--- config.mk ---
export PLATFORM = sky130hd
export DESIGN_NAME = act_stream_engine_flat
export DESIGN_NICKNAME = d
export VERILOG_FILES = /design/src/rtl/act_stream_engine_pkg.sv /design/src/rtl/act_stream_engine_if.sv /design/src/rtl/act_lane.sv /design/src/rtl/act_stream_engine.sv /design/src/flat_wrapper.sv
export SDC_FILE = /design/constraint.sdc
export NUM_CORES = 1
export LEC_CHECK = 0
export ABC_AREA = 0
export CAP_MARGIN = 20
export CORE_UTILIZATION = 43
export CTS_CLUSTER_DIAMETER = 200
export DETAILED_ROUTE_END_ITERATION = 7
export PLACE_DENSITY = 0.77
export SLEW_MARGIN = 5
export SYNTH_ARGS = -nofsm -noshare
export SYNTH_HDL_FRONTEND = slang
export SYNTH_HIERARCHICAL = 1
export SYNTH_SLANG_ARGS = --single-unit
--- constraint.sdc ---
create_clock -name clk -period 1.7 [get_ports clk]
set_input_delay 0.34 -clock clk [delete_from_list [all_inputs] [get_ports clk]]
set_output_delay 0.34 -clock clk [all_outputs]
set_load 0.02 [all_outputs]
--- src/rtl/act_stream_engine_pkg.sv ---
// Shared encodings for act_stream_engine: activation modes and FSM states.
package act_pkg;

  localparam logic [1:0] MODE_PASS  = 2'b00;
  localparam logic [1:0] MODE_RELU  = 2'b01;
  localparam logic [1:0] MODE_LEAKY = 2'b10;
  // 2'b11 is accepted and behaves as ReLU.

  typedef enum logic [1:0] {
    ST_IDLE  = 2'b00,
    ST_RUN   = 2'b01,
    ST_DRAIN = 2'b10
  } state_t;

endpackage

--- src/rtl/act_stream_engine_if.sv ---
// SRAM-side bus of act_stream_engine: one source read port, one destination write port.
// Protocol: src_rdata is valid exactly one cycle after a cycle with src_ren=1;
// dst_wen qualifies dst_addr/dst_wdata for a single-cycle write with no back-pressure.
interface act_stream_engine_if #(
  parameter int ADDR_W = 10,
  parameter int WORD_W = 64
);
  logic              src_ren;
  logic [ADDR_W-1:0] src_addr;
  logic [WORD_W-1:0] src_rdata;
  logic              dst_wen;
  logic [ADDR_W-1:0] dst_addr;
  logic [WORD_W-1:0] dst_wdata;

  modport master (
    output src_ren, src_addr, dst_wen, dst_addr, dst_wdata,
    input  src_rdata
  );

  modport slave (
    input  src_ren, src_addr, dst_wen, dst_addr, dst_wdata,
    output src_rdata
  );
endinterface

--- src/rtl/act_lane.sv ---
// Single-element combinational activation (pass / ReLU / leaky ReLU) on a
// two's-complement DATA_W value.
module act_lane
  import act_pkg::*;
#(
  parameter int DATA_W      = 16,
  parameter int LEAKY_SHIFT = 3
) (
  input  logic        [1:0]        mode,
  input  logic signed [DATA_W-1:0] x,
  output logic signed [DATA_W-1:0] y
);

  // Negative inputs are passed, zeroed or arithmetically shifted; others pass through.
  always_comb begin
    y = x;
    if (x[DATA_W-1]) begin
      case (mode)
        MODE_PASS:  y = x;
        MODE_LEAKY: y = x >>> LEAKY_SHIFT;
        default:    y = '0;
      endcase
    end
  end

endmodule

--- src/rtl/act_stream_engine.sv ---
// act_stream_engine: streams n words from a source SRAM buffer through a
// per-lane activation and writes them to a destination buffer.
// Pipeline: read issue -> rdata + activation -> registered write (2-cycle latency).
// Optional feature macro: ACT_STREAM_NEG_CNT_EN enables the negative-element counter.
module act_stream_engine
  import act_pkg::*;
#(
  parameter int DATA_W      = 16,
  parameter int LANES       = 4,
  parameter int ADDR_W      = 10,
  parameter int LEAKY_SHIFT = 3
) (
  input  logic                              clk,
  input  logic                              rst,
  input  logic                              start,
  input  logic [ADDR_W-1:0]                 n,
  input  logic [ADDR_W-1:0]                 src_base,
  input  logic [ADDR_W-1:0]                 dst_base,
  input  logic [1:0]                        mode,
  act_stream_engine_if.master               sram,
  output logic                              busy,
  output logic                              done,
  output logic [ADDR_W+$clog2(LANES):0]     neg_cnt,
  output state_t                            dbg_state
);

  localparam int WORD_W = LANES * DATA_W;
  localparam int CNT_W  = ADDR_W + $clog2(LANES) + 1;

  state_t            state;
  logic [ADDR_W-1:0] n_q;
  logic [ADDR_W-1:0] iss_cnt;
  logic [1:0]        mode_q;
  logic              drain_cnt;
  logic              rd_vld;
  logic [ADDR_W-1:0] wr_ptr;
  logic [WORD_W-1:0] act_word;
  logic              accept;

  assign accept    = (state == ST_IDLE) && start;
  assign dbg_state = state;

  // Control FSM: latches the job, issues one read per cycle, then drains two cycles.
  always_ff @(posedge clk or negedge rst) begin
    if (!rst) begin
      state         <= ST_IDLE;
      n_q           <= '0;
      iss_cnt       <= '0;
      mode_q        <= MODE_PASS;
      drain_cnt     <= 1'b0;
      busy          <= 1'b0;
      done          <= 1'b0;
      sram.src_ren  <= 1'b0;
      sram.src_addr <= '0;
    end else begin
      case (state)
        ST_IDLE: begin
          if (start) begin
            n_q    <= n;
            mode_q <= mode;
            done   <= (n == '0);
            if (n != '0) begin
              state         <= ST_RUN;
              busy          <= 1'b1;
              sram.src_ren  <= 1'b1;
              sram.src_addr <= src_base;
              iss_cnt       <= ADDR_W'(1);
            end
          end
        end
        ST_RUN: begin
          // iss_cnt counts reads issued including the one presented this cycle.
          if (iss_cnt == n_q) begin
            sram.src_ren <= 1'b0;
            state        <= ST_DRAIN;
            drain_cnt    <= 1'b0;
          end else begin
            sram.src_addr <= sram.src_addr + ADDR_W'(1);
            iss_cnt       <= iss_cnt + ADDR_W'(1);
          end
        end
        ST_DRAIN: begin
          if (drain_cnt) begin
            state <= ST_IDLE;
            busy  <= 1'b0;
            done  <= 1'b1;
          end else begin
            drain_cnt <= 1'b1;
          end
        end
        default: state <= ST_IDLE;
      endcase
    end
  end

  // One activation unit per lane on the returning read word.
  for (genvar g = 0; g < LANES; g++) begin : g_lane
    act_lane #(
      .DATA_W      (DATA_W),
      .LEAKY_SHIFT (LEAKY_SHIFT)
    ) u_lane (
      .mode (mode_q),
      .x    (sram.src_rdata[g*DATA_W +: DATA_W]),
      .y    (act_word[g*DATA_W +: DATA_W])
    );
  end

  // Write stage: register the activated word and its destination address.
  always_ff @(posedge clk or negedge rst) begin
    if (!rst) begin
      rd_vld         <= 1'b0;
      wr_ptr         <= '0;
      sram.dst_wen   <= 1'b0;
      sram.dst_addr  <= '0;
      sram.dst_wdata <= '0;
    end else begin
      rd_vld       <= sram.src_ren;
      sram.dst_wen <= rd_vld;
      if (rd_vld) begin
        sram.dst_addr  <= wr_ptr;
        sram.dst_wdata <= act_word;
      end
      if (accept) begin
        wr_ptr <= dst_base;
      end else if (rd_vld) begin
        wr_ptr <= wr_ptr + ADDR_W'(1);
      end
    end
  end

`ifdef ACT_STREAM_NEG_CNT_EN
  localparam int LW = $clog2(LANES) + 1;

  logic [LW-1:0]    neg_word;
  logic [CNT_W:0]   neg_sum;
  logic [CNT_W-1:0] neg_q;

  // Number of negative lanes in the returning word, and the saturating sum.
  always_comb begin
    neg_word = '0;
    for (int i = 0; i < LANES; i++) begin
      neg_word = neg_word + LW'(sram.src_rdata[i*DATA_W + DATA_W - 1]);
    end
    neg_sum = {1'b0, neg_q} + (CNT_W+1)'(neg_word);
  end

  // Counter: cleared on job acceptance, updated on the edge that registers each write.
  always_ff @(posedge clk or negedge rst) begin
    if (!rst) begin
      neg_q <= '0;
    end else if (accept) begin
      neg_q <= '0;
    end else if (rd_vld) begin
      neg_q <= neg_sum[CNT_W] ? '1 : neg_sum[CNT_W-1:0];
    end
  end

  assign neg_cnt = neg_q;
`else
  assign neg_cnt = '0;
`endif

endmodule
--- src/flat_wrapper.sv ---
// flat-port wrapper written by rule: the top's interface ports become plain ports
module act_stream_engine_flat import act_pkg::*;
#(
  parameter int DATA_W      = 16,
  parameter int LANES       = 4,
  parameter int ADDR_W      = 10,
  parameter int LEAKY_SHIFT = 3
)
  (clk, rst, start, n, src_base, dst_base, mode, busy, done, neg_cnt, dbg_state, sram_src_ren, sram_src_addr, sram_dst_wen, sram_dst_addr, sram_dst_wdata, sram_src_rdata);
  act_stream_engine_if #(.ADDR_W(ADDR_W)) sram_i ();
  input  logic clk;
  input  logic rst;
  input  logic start;
  input  logic [ADDR_W-1:0] n;
  input  logic [ADDR_W-1:0] src_base;
  input  logic [ADDR_W-1:0] dst_base;
  input  logic [1:0] mode;
  output logic busy;
  output logic done;
  output logic [ADDR_W+$clog2(LANES):0] neg_cnt;
  output state_t dbg_state;
  output wire logic [$bits(sram_i.src_ren)-1:0] sram_src_ren;
  output wire logic [$bits(sram_i.src_addr)-1:0] sram_src_addr;
  output wire logic [$bits(sram_i.dst_wen)-1:0] sram_dst_wen;
  output wire logic [$bits(sram_i.dst_addr)-1:0] sram_dst_addr;
  output wire logic [$bits(sram_i.dst_wdata)-1:0] sram_dst_wdata;
  input wire logic [$bits(sram_i.src_rdata)-1:0] sram_src_rdata;
  assign sram_src_ren = sram_i.src_ren;
  assign sram_src_addr = sram_i.src_addr;
  assign sram_dst_wen = sram_i.dst_wen;
  assign sram_dst_addr = sram_i.dst_addr;
  assign sram_dst_wdata = sram_i.dst_wdata;
  assign sram_i.src_rdata = sram_src_rdata;
  act_stream_engine #(.DATA_W(DATA_W), .LANES(LANES), .ADDR_W(ADDR_W), .LEAKY_SHIFT(LEAKY_SHIFT)) u_core (.clk(clk), .rst(rst), .start(start), .n(n), .src_base(src_base), .dst_base(dst_base), .mode(mode), .sram(sram_i), .busy(busy), .done(done), .neg_cnt(neg_cnt), .dbg_state(dbg_state));
endmodule
== Word-level counts from Yosys, hierarchy flattened ==
Cells that the tools add are included.

* Memories kept: 0
* Output and inout bits: 103
* Memory bits (writable): 0
* Bits in latches: 0
* Bits in read-only memories: 0
* Word-level logic and storage cells: 75
* Bits in registers: 124

* Shift-type cells: 0
* Reduce and logical (&&, ||, !) cells: 16
* Bitwise gates (word level): 0
* Eq/ne operators: 9
* $mul: 0
* Muxes and demuxes: 33
* Div/mod/pow operators: 0
* Add/subtract/negate cells: 3
* $lt $le $gt $ge: 0

{| class="wikitable"
|+ Operators with widths
! operator !! number
|-
| one-hot mux 16 bit (2 select lines) || 4
|-
| two-way mux 10 bit || 8
|-
| two-way mux 16 bit || 4
|-
| one-hot mux 10 bit (2 select lines) || 2
|-
| adder 10 x 1 -> 10 bit, second input constant || 3
|-
| AND reduction 4 bit || 4
|-
| equality test 10 bit || 1
|-
| zero test 10 bit || 1
|-
| nonzero test 10 bit || 1
|-
| two-way mux 2 bit || 4
|-
| one-hot mux 1 bit (2 select lines) || 4
|-
| nonzero test 2 bit || 4
|-
| two-way mux 1 bit || 6
|-
| != test 2 bit, second input constant || 3
|-
| one-hot mux 2 bit (3 select lines) || 1
|-
| equality test 2 bit, second input constant || 2
|-
| zero test 2 bit || 2
|-
| != test 2 x 1 -> 1 bit, second input constant || 2
|-
| AND reduction 2 bit || 2
|-
| AND reduction 3 bit || 1
|-
| equality test 2 x 1 -> 1 bit, second input constant || 1
|-
| logical AND 1 bit || 1
|}

== Logic depth before layout (Yosys ltp) ==
Gate-level depths: netlist (run 1).

* Word-level depth: 4
* Gate-level depth with buffers: 6
* Depth with buffers taken out: 6

== Cells and area by module ==
The synthesis (run 1) kept the hierarchy.

{| class="wikitable"
|+ By module, submodules not included
! module !! cells an instance !! times used !! sequential area each (µm²) !! area an instance (µm²)
|-
| act_stream_engine || 426 || 1 || 3,103.0 || 5,427.7
|-
| act_lane || 50 || 4 || 0.0 || 337.8
|}

== Least setup slack after synthesis (run 1) ==
No wires, ideal clock.

* Path type: reg-to-reg
* Start point: register u_core.state[1], in the netlist u_core/dbg_state[1]
* End point: register u_core.iss_cnt[7]
* Cell stages (with the launch flop): 6
* Path slack: -0.093 ns
* Arrival time: 1.675 ns
* Cells stage by stage: dfrtp_1 > or3b_1 > a31oi_2 > buf_2 > mux2i_1 > a21bo_1

* Cells in the longest elaborated chain, start to end: 3

{| class="wikitable"
|+ Ends and longest elaborated chain
! what !! RTL line !! source
|-
| start: declaration || act_stream_engine.sv:30 || <nowiki>state_t state;</nowiki>
|-
| start signal: assignment || act_stream_engine.sv:46 || <nowiki>state <= ST_IDLE;</nowiki>
|-
| start signal: assignment || act_stream_engine.sv:63 || <nowiki>state <= ST_RUN;</nowiki>
|-
| start signal: assignment || act_stream_engine.sv:75 || <nowiki>state <= ST_DRAIN;</nowiki>
|-
| equality test 2 x 1 -> 1 bit or zero test 2 bit (tied branches) || act_stream_engine.sv:56 || <nowiki>case (state)</nowiki>
|-
| != test 2 bit (no line) or nonzero test 2 bit (tied branches) || n/a ||
|-
| AND reduction 4 bit (no line) || n/a ||
|-
| end signal: assignment || act_stream_engine.sv:79 || <nowiki>iss_cnt <= iss_cnt + ADDR_W'(1);</nowiki>
|-
| end: declaration || act_stream_engine.sv:32 || <nowiki>logic [ADDR_W-1:0] iss_cnt;</nowiki>
|}

Several ways; a longest one is shown, not always the timed one.
A chain may end at the register's enable or synchronous reset.

== Final worst setup path (run 1) ==
* Start point: register u_core.n_q[2]
* End point: register u_core.sram.src_addr[2]

* Cells in the longest elaborated chain, start to end: 3

{| class="wikitable"
|+ Ends and longest elaborated chain
! what !! RTL line !! source
|-
| start: declaration || act_stream_engine.sv:31 || <nowiki>logic [ADDR_W-1:0] n_q;</nowiki>
|-
| start signal: assignment || act_stream_engine.sv:59 || <nowiki>n_q <= n;</nowiki>
|-
| equality test 10 bit || act_stream_engine.sv:73 || <nowiki>if (iss_cnt == n_q) begin</nowiki>
|-
| != test 2 bit (no line) || n/a ||
|-
| AND reduction 4 bit (no line) || n/a ||
|-
| end signal: assignment || act_stream_engine.sv:66 || <nowiki>sram.src_addr <= src_base;</nowiki>
|-
| end signal: assignment || act_stream_engine.sv:78 || <nowiki>sram.src_addr <= sram.src_addr + ADDR_W'(1);</nowiki>
|-
| end: declaration || act_stream_engine_if.sv:16 || <nowiki>output src_ren, src_addr, dst_wen, dst_addr, dst_wdata,</nowiki>
|}

No other way between the ends.

==> results of run 1 <==
[layer usage]
layer | vias to the layer above | part of all wire (%)
li1 | 2711 | -
met3 | 34 | 5.6
met1 | 2860 | 43
met4 | 0 | 2.1
met5 | - | 0
met2 | 203 | 50
[worst max-delay path, delay by kind of cell (launching register included)]
| family | cells | cell delay (ps) |
|---|---|---|
| AO/OA/AOI/OAI | 2 | 600 |
| XOR/XNOR | 1 | 200 |
| buffers and inverters | 1 | 180 |
| flip-flops | 1 | 420 |
| AND/OR/NAND/NOR | 2 | 250 |
[cells in the final DEF, fill, tap and decap left out, drive strengths merged, types with 4 or more instances in the layout]
| master | count |
|---|---|
| mux2 | 87 |
| dfrtp | 124 |
| nand3 | 16 |
| and2 | 49 |
| bufinv | 4 |
| inv | 8 |
| xor2 | 4 |
| a21oi | 30 |
| dlygate4sd2 | 89 |
| nand4 | 8 |
| a21o | 5 |
| nand2 | 35 |
| buf | 55 |
| clkbuf | 25 |
| xnor2 | 15 |
| clkdlybuf4s50 | 97 |
| nor3 | 4 |
| o21ai | 15 |
| nor4 | 4 |
| mux2i | 5 |
| nor2b | 57 |
| a221o | 50 |
| nor2 | 17 |
| conb | 13 |
| and3 | 4 |
| o32ai | 5 |
[final cells by class]
cell class              count  share of cell area, %
flip-flops and latches    124                   31.0
clock buffers              24                   4.90
multi-input cells         456                   36.5
well taps                 211                   2.63
repair buffers            243                   23.3
clock inverters             7                   1.35
inverters                   8                  0.299
[worst max-delay path by stage]
stage	startpoint	endpoint	slack, ps
floorplan	u_core/dbg_state[1]	u_core/iss_cnt[7]	-20
global placement	n[7]	u_core/sram.src_addr[2]	-410
detailed placement	n[7]	u_core/sram.src_addr[2]	-460
CTS	u_core/n_q[8]	u_core/sram.src_addr[2]	-50
global route	u_core/iss_cnt[1]	u_core/sram.src_addr[2]	-140
finish	u_core/n_q[2]	u_core/sram.src_addr[2]	-70
[registers in the layout (all words and copies together) (netlist names)]
signal,count
u_core/sram.dst_wen,1
u_core/drain_cnt,1
u_core/sram.dst_wdata,64
u_core/rd_vld,1
u_core/n_q,10
u_core/sram.src_ren,1
u_core/busy,1
u_core/done,1
u_core/sram.src_addr,10
u_core/mode_q,2
u_core/wr_ptr,10
u_core/dbg_state,2
u_core/iss_cnt,10
u_core/sram.dst_addr,10
[what timing repair did]
item / 4_1_cts / 5_1_grt
gates resized for setup: 112 / 34
pin swaps: 8 / 15
hold buffers: 1 / 0
gates cloned: 1 / 0
setup buffers: 1 / 2
hold endpoints to repair: 24 / 0
endpoints found under the setup margin: 140 / 48
[power by group]
group	leakage (µW)	switching (µW)	internal (µW)	total [µW]
clock	0.000310	1250	2590	3840
combinational	0.00261	4350	3960	8310
sequential	0.00149	1030	4280	5310
total	0.00440	6630	10800	17500
[metrics by stage]
stage          util, %  hold slack [ps]  area (µm²)  setup WS (ps)
2_1_floorplan        -             44.4        6830          -20.9
3_3_place_gp      60.2              304        9230           -409
3_5_place_dp      60.2              300        9230           -456
4_1_cts           64.5              408        9880          -52.9
5_1_grt           65.5              441       10000           -142
6_report          65.5              406       10000          -72.1
[cell families (layout without fill, tap and decap cells)]
group | count (synthesis) | count (layout) | synth area share, %
adder cells (fa/ha/maj) | 3 | 3 | 0.554
buffers and inverters | 58 | 282 | 4.36
AO/OA/AOI/OAI | 124 | 124 | 14.5
multiplexers | 92 | 92 | 15.2
other | 1 | 13 | 0.0553
flip-flops | 124 | 124 | 45.8
XOR/XNOR | 19 | 19 | 2.57
AND/OR/NAND/NOR | 205 | 205 | 17.0
==> impl_metrics.env, run 1 <==
export IMPL_grt_util_met1_pct=29.6
export IMPL_period_needed_ps=1770
export IMPL_yosysTopAreaCellShare_pct=45.8
export IMPL_cap_violations=0
export IMPL_nFillCells=1208
export IMPL_clock_skew_ps=7.51
export IMPL_setup_viol=10
export IMPL_dieWidth_um=128
export IMPL_ys_ff_latch=124
export IMPL_drt_iter0_markers=362
export IMPL_syn_inst=626
export IMPL_num_antenna_cells=0
export IMPL_ant_nets=0
export IMPL_via_per_inst=5.41
export IMPL_cts_tree="built"
export IMPL_core_mm2=0.0153
export IMPL_slew_headroom_pct=64.9
export IMPL_clockBufferDepth=2
export IMPL_yosysMostFrequentCell="dfrtp_1"
export IMPL_fin_crit_sh_pct=104
export IMPL_grt_pass1_vias=5855
export IMPL_clkTransAtPathRegs_ps=50
export IMPL_hold_viol=0
export IMPL_power_uw=17500
export IMPL_synth_edf_count=0
export IMPL_reg2reg_slack_ps=-70
export IMPL_final_instance_count_excl_fill=1073
export IMPL_required_ps=2000
export IMPL_rsz0062_at_grt="true"
export IMPL_rows=45
export IMPL_cpPeakStageDelay_ps=420
export IMPL_cts_buffers_inserted=17
export IMPL_syn_cell_area_mm2=0.00678
export IMPL_setup_tns_final_ps=-443
export IMPL_violations="setup timing"
export IMPL_cts_root_buf="clkbuf_16"
export IMPL_clock_sinks=124
export IMPL_async_flop_share_pct=100
export IMPL_busiest_layer="met2"
export IMPL_grt_overflow=0
export IMPL_use_met2_pct=38.2
export IMPL_io_buffers=188
export IMPL_die_area_mm2=0.0163
export IMPL_critPathArrivalTime_ps=2070
export IMPL_drt_pass1_iterations=5
export IMPL_grt_max_degree=65
export IMPL_grt_pass1_wl_um=29800
export IMPL_grtUsageTotal_pct=23.1
export IMPL_dp_hpwl_um=12900
export IMPL_leakage_uw=0.00440
export IMPL_drive_gt1_share_pct=25.3
export IMPL_multi_input_area_mm2=0.00366
export IMPL_num_io_pins=202
export IMPL_start_util_pct=44.3
export IMPL_gp_congestion=0.905
export IMPL_clk_latency_ps=410
export IMPL_grt_use_met3_pct=4.69
export IMPL_slowest_stage="dfrtp_1"
export IMPL_register_area_mm2=0.00311
export IMPL_finalMaxSlewViolations=0
export IMPL_num_vias=5808
export IMPL_finalNetCount=952
export IMPL_crit_chain="xnor2_2, nand4_1, o31ai_4, buf_6, nor3_2, a211o_1"
export IMPL_wl_per_cell_um=17.1
export IMPL_fmax_mhz=564
export IMPL_start_kind="flip-flop"
export IMPL_critPathMaxFanout=5
export IMPL_finalWirelength_um=18300
export IMPL_end_kind="flip-flop"
export IMPL_ir_worst_vdd_mv=0.915
export IMPL_syn_area_per_cell_um2=10.8
export IMPL_synth_ff_type="dfrtp_1"
export IMPL_areaGrowthSynthToFinish_pct=47.9
export IMPL_yosys_warnings=6
export IMPL_power_per_cell_area_mw_per_mm2=1740
export IMPL_r2r_start="u_core/n_q[2]"
export IMPL_die_y_um=128
export IMPL_status="finished, violations left"
export IMPL_yosysSeqAreaShare_pct=45.8
export IMPL_synth_common_cells="124 x dfrtp_1, 87 x mux2_2, 57 x nor2b_1, 50 x a221o_1, 49 x and2_1"
export IMPL_dp_cells=1037
export IMPL_grt_antenna_before_repair=0
export IMPL_path_class="flip-flop to flip-flop"
export IMPL_r2r_end="u_core/sram.src_addr[2]"
export IMPL_drcViolationCount=0
export IMPL_cts_htree_levels=4
export IMPL_hp_class="input port to asynchronous set/reset pin"
export IMPL_worstMarginPinSlew_ps=526
export IMPL_worst_slack_ps=-72.1
export IMPL_ys_types=48
export IMPL_r2r_cells=6
export IMPL_synth_area_leaders="dfrtp_1 46%, mux2_2 14%, a221o_1 7.4%"
export IMPL_synth_top_area_cell="dfrtp_1"
Note: power is estimated with default switching activity, not from simulation.
==> run 2: changes to the inputs <==
--- a/config.mk
+++ b/config.mk
@@ -10,6 +10,7 @@
 export CORE_UTILIZATION = 43
 export CTS_CLUSTER_DIAMETER = 200
 export DETAILED_ROUTE_END_ITERATION = 7
+export GPL_TIMING_DRIVEN = 0
 export PLACE_DENSITY = 0.77
 export SLEW_MARGIN = 5
 export SYNTH_ARGS = -nofsm -noshare
==> run 2 against run 1 <==
  * The run still ends with setup timing left
  * Critical path depth unchanged
  * Fmax decreased by 5.0%
  * Sequential share of layout area is 0.55 points lower
  * Critical path type unchanged
  * Critical endpoint is now u_core/iss_cnt[7]
==> impl_metrics.env, run 2 (synthesis results as in run 1) <==
export IMPL_die_y_um=128
export IMPL_largest_reg_flops=64
export IMPL_finalNetCount=998
export IMPL_critPathLaunch="u_core/dbg_state[1]"
export IMPL_period_needed_ps=1870
export IMPL_leakage_uw=0.00457
export IMPL_clk_latency_ps=410
export IMPL_rsz0062_at_grt="true"
export IMPL_wl_per_cell_um=17.8
export IMPL_finalMaxSlewViolations=0
export IMPL_via_per_inst=5.39
export IMPL_grt_pass1_vias=5773
export IMPL_clock_skew_ps=5.53
export IMPL_slowest_stage="dfrtp_2"
export IMPL_reg2reg_slack_ps=-170
export IMPL_critPathMaxFanout=7
export IMPL_worstMarginPinSlew_ps=604
export IMPL_rows=45
export IMPL_hp_class="input port to flip-flop"
export IMPL_pre_cts_ws_ps=-626
export IMPL_num_antenna_cells=0
export IMPL_setup_viol=21
export IMPL_holdWs_ps=283
export IMPL_ant_nets=0
export IMPL_cts_buffers_inserted=17
export IMPL_cts_htree_levels=4
export IMPL_finalWirelength_um=19900
export IMPL_final_common_cell="dfrtp_1"
export IMPL_fin_crit_sh_pct=110
export IMPL_cap_violations=0
export IMPL_start_util_pct=44.3
export IMPL_grt_max_degree=87
export IMPL_status="finished, violations left"
export IMPL_grt_antenna_before_repair=0
export IMPL_worst_slack_ps=-165
export IMPL_hold_viol=0
export IMPL_cts_root_buf="clkbuf_16"
export IMPL_final_cell_mix="115 x dfrtp_1, 93 x clkdlybuf4s50_1, 90 x dlygate4sd2_1, 86 x mux2_2, 53 x nor2b_1"
export IMPL_dp_hpwl_um=12600
export IMPL_r2r_end="u_core/iss_cnt[7]"
export IMPL_start_kind="flip-flop"
export IMPL_core_mm2=0.0153
export IMPL_fin_util_pct=66.8
export IMPL_grt_overflow=0
export IMPL_areaGrowthSynthToFinish_pct=51.0
export IMPL_slew_headroom_pct=59.7
export IMPL_fmax_mhz=536
export IMPL_power_per_cell_area_mw_per_mm2=1720
export IMPL_clkTransAtPathRegs_ps=50
export IMPL_crit_chain="buf_12, or3b_4, a31oi_4, buf_6, mux2i_1, a21bo_1"
export IMPL_cts_tree="built"
export IMPL_num_io_pins=202
export IMPL_gp_congestion=0.812
export IMPL_die_area_mm2=0.0163
export IMPL_drt_iter0_markers=347
export IMPL_dieWidth_um=128
export IMPL_io_buffers=188
export IMPL_cpPeakStageDelay_ps=430
export IMPL_r2r_start="u_core/dbg_state[1]"
export IMPL_holdPathStages=2
export IMPL_grt_pass1_wl_um=30300
export IMPL_clockBufferDepth=2
export IMPL_drt_pass1_iterations=5
export IMPL_clock_sinks=124
export IMPL_ir_worst_vdd_mv=1.24
export IMPL_path_class="flip-flop to flip-flop"
export IMPL_drive_gt1_share_pct=28.3
export IMPL_top_register="u_core/sram.dst_wdata"
export IMPL_required_ps=2000
export IMPL_hold_start="n[2]"
export IMPL_setup_tns_final_ps=-1590
export IMPL_hold_end="u_core/n_q[2]"
export IMPL_drcViolationCount=0
export IMPL_critPathArrivalTime_ps=2160
export IMPL_violations="setup timing"
export IMPL_r2r_cells=6
export IMPL_num_vias=6033
export IMPL_end_kind="flip-flop"
export IMPL_grtUsageTotal_pct=24.0
[run 2: layout make-up]
class	count	area, µm²
plain buffers	50	310
clock buffers	26	499
clock inverters	6	60.1
fillers	1199	5080
inverters	8	30.0
multi-input cells	457	3720
flip-flops and latches	124	3120
well taps	211	264
repair buffers	238	2240
[run 2: where the power goes]
group / switching [µW] / total, µW / internal [µW]
Sequential: 1080 / 5380 / 4300
Clock: 1270 / 3420 / 2160
Combinational: 4540 / 8770 / 4220
[run 2: timing repair]
| action | in CTS | in global routing |
|---|---|---|
| hold endpoints to repair | 38 | 0 |
| pin swaps | 17 | 17 |
| hold buffers | 1 | 0 |
| gates resized for setup | 139 | 55 |
| cloned | 3 | 3 |
| buffers inserted | 26 | 17 |
| endpoints found under the setup margin | 186 | 104 |
[run 2: worst max-delay path by stage]
| stage | slack (ps) | to |
|---|---|---|
| 2_1_floorplan | -20 | u_core/iss_cnt[7] |
| 3_3_place_gp | -5190 | u_core/dbg_state[1] |
| 3_5_place_dp | -630 | u_core/iss_cnt[7] |
| 4_1_cts | -80 | u_core/iss_cnt[7] |
| 5_1_grt | -200 | u_core/iss_cnt[2] |
| 6_report | -170 | u_core/iss_cnt[7] |
[run 2: routing by layer]
metal	track usage [%]	share of wire [%]	routed length, µm	up-vias
li1	-	-	-	2809
met1	31.2	44	8710	2973
met2	38.9	49	9780	214
met3	5.32	5.1	1030	37
met4	9.52	2.1	421	0
met5	0	0	0	-
[run 2: metrics by stage]
| stage | instance area (µm²) | std cells | power, µW |
|---|---|---|---|
| after floorplan | 6830 | 638 | 9980 |
| after global placement | 8980 | 1037 | 13100 |
| after detailed placement | 9010 | 1038 | 13300 |
| after CTS | 9910 | 1100 | 16800 |
| after global routing | 10200 | 1120 | 18600 |
| final | 10200 | 1120 | 17600 |
[run 2: worst max-delay path, delay by kind of cell (launching register included)]
family	cells	cell delay [ps]
mux	1	90
flops	1	430
compound gates	2	490
simple gates	1	400
buf+inv	2	340
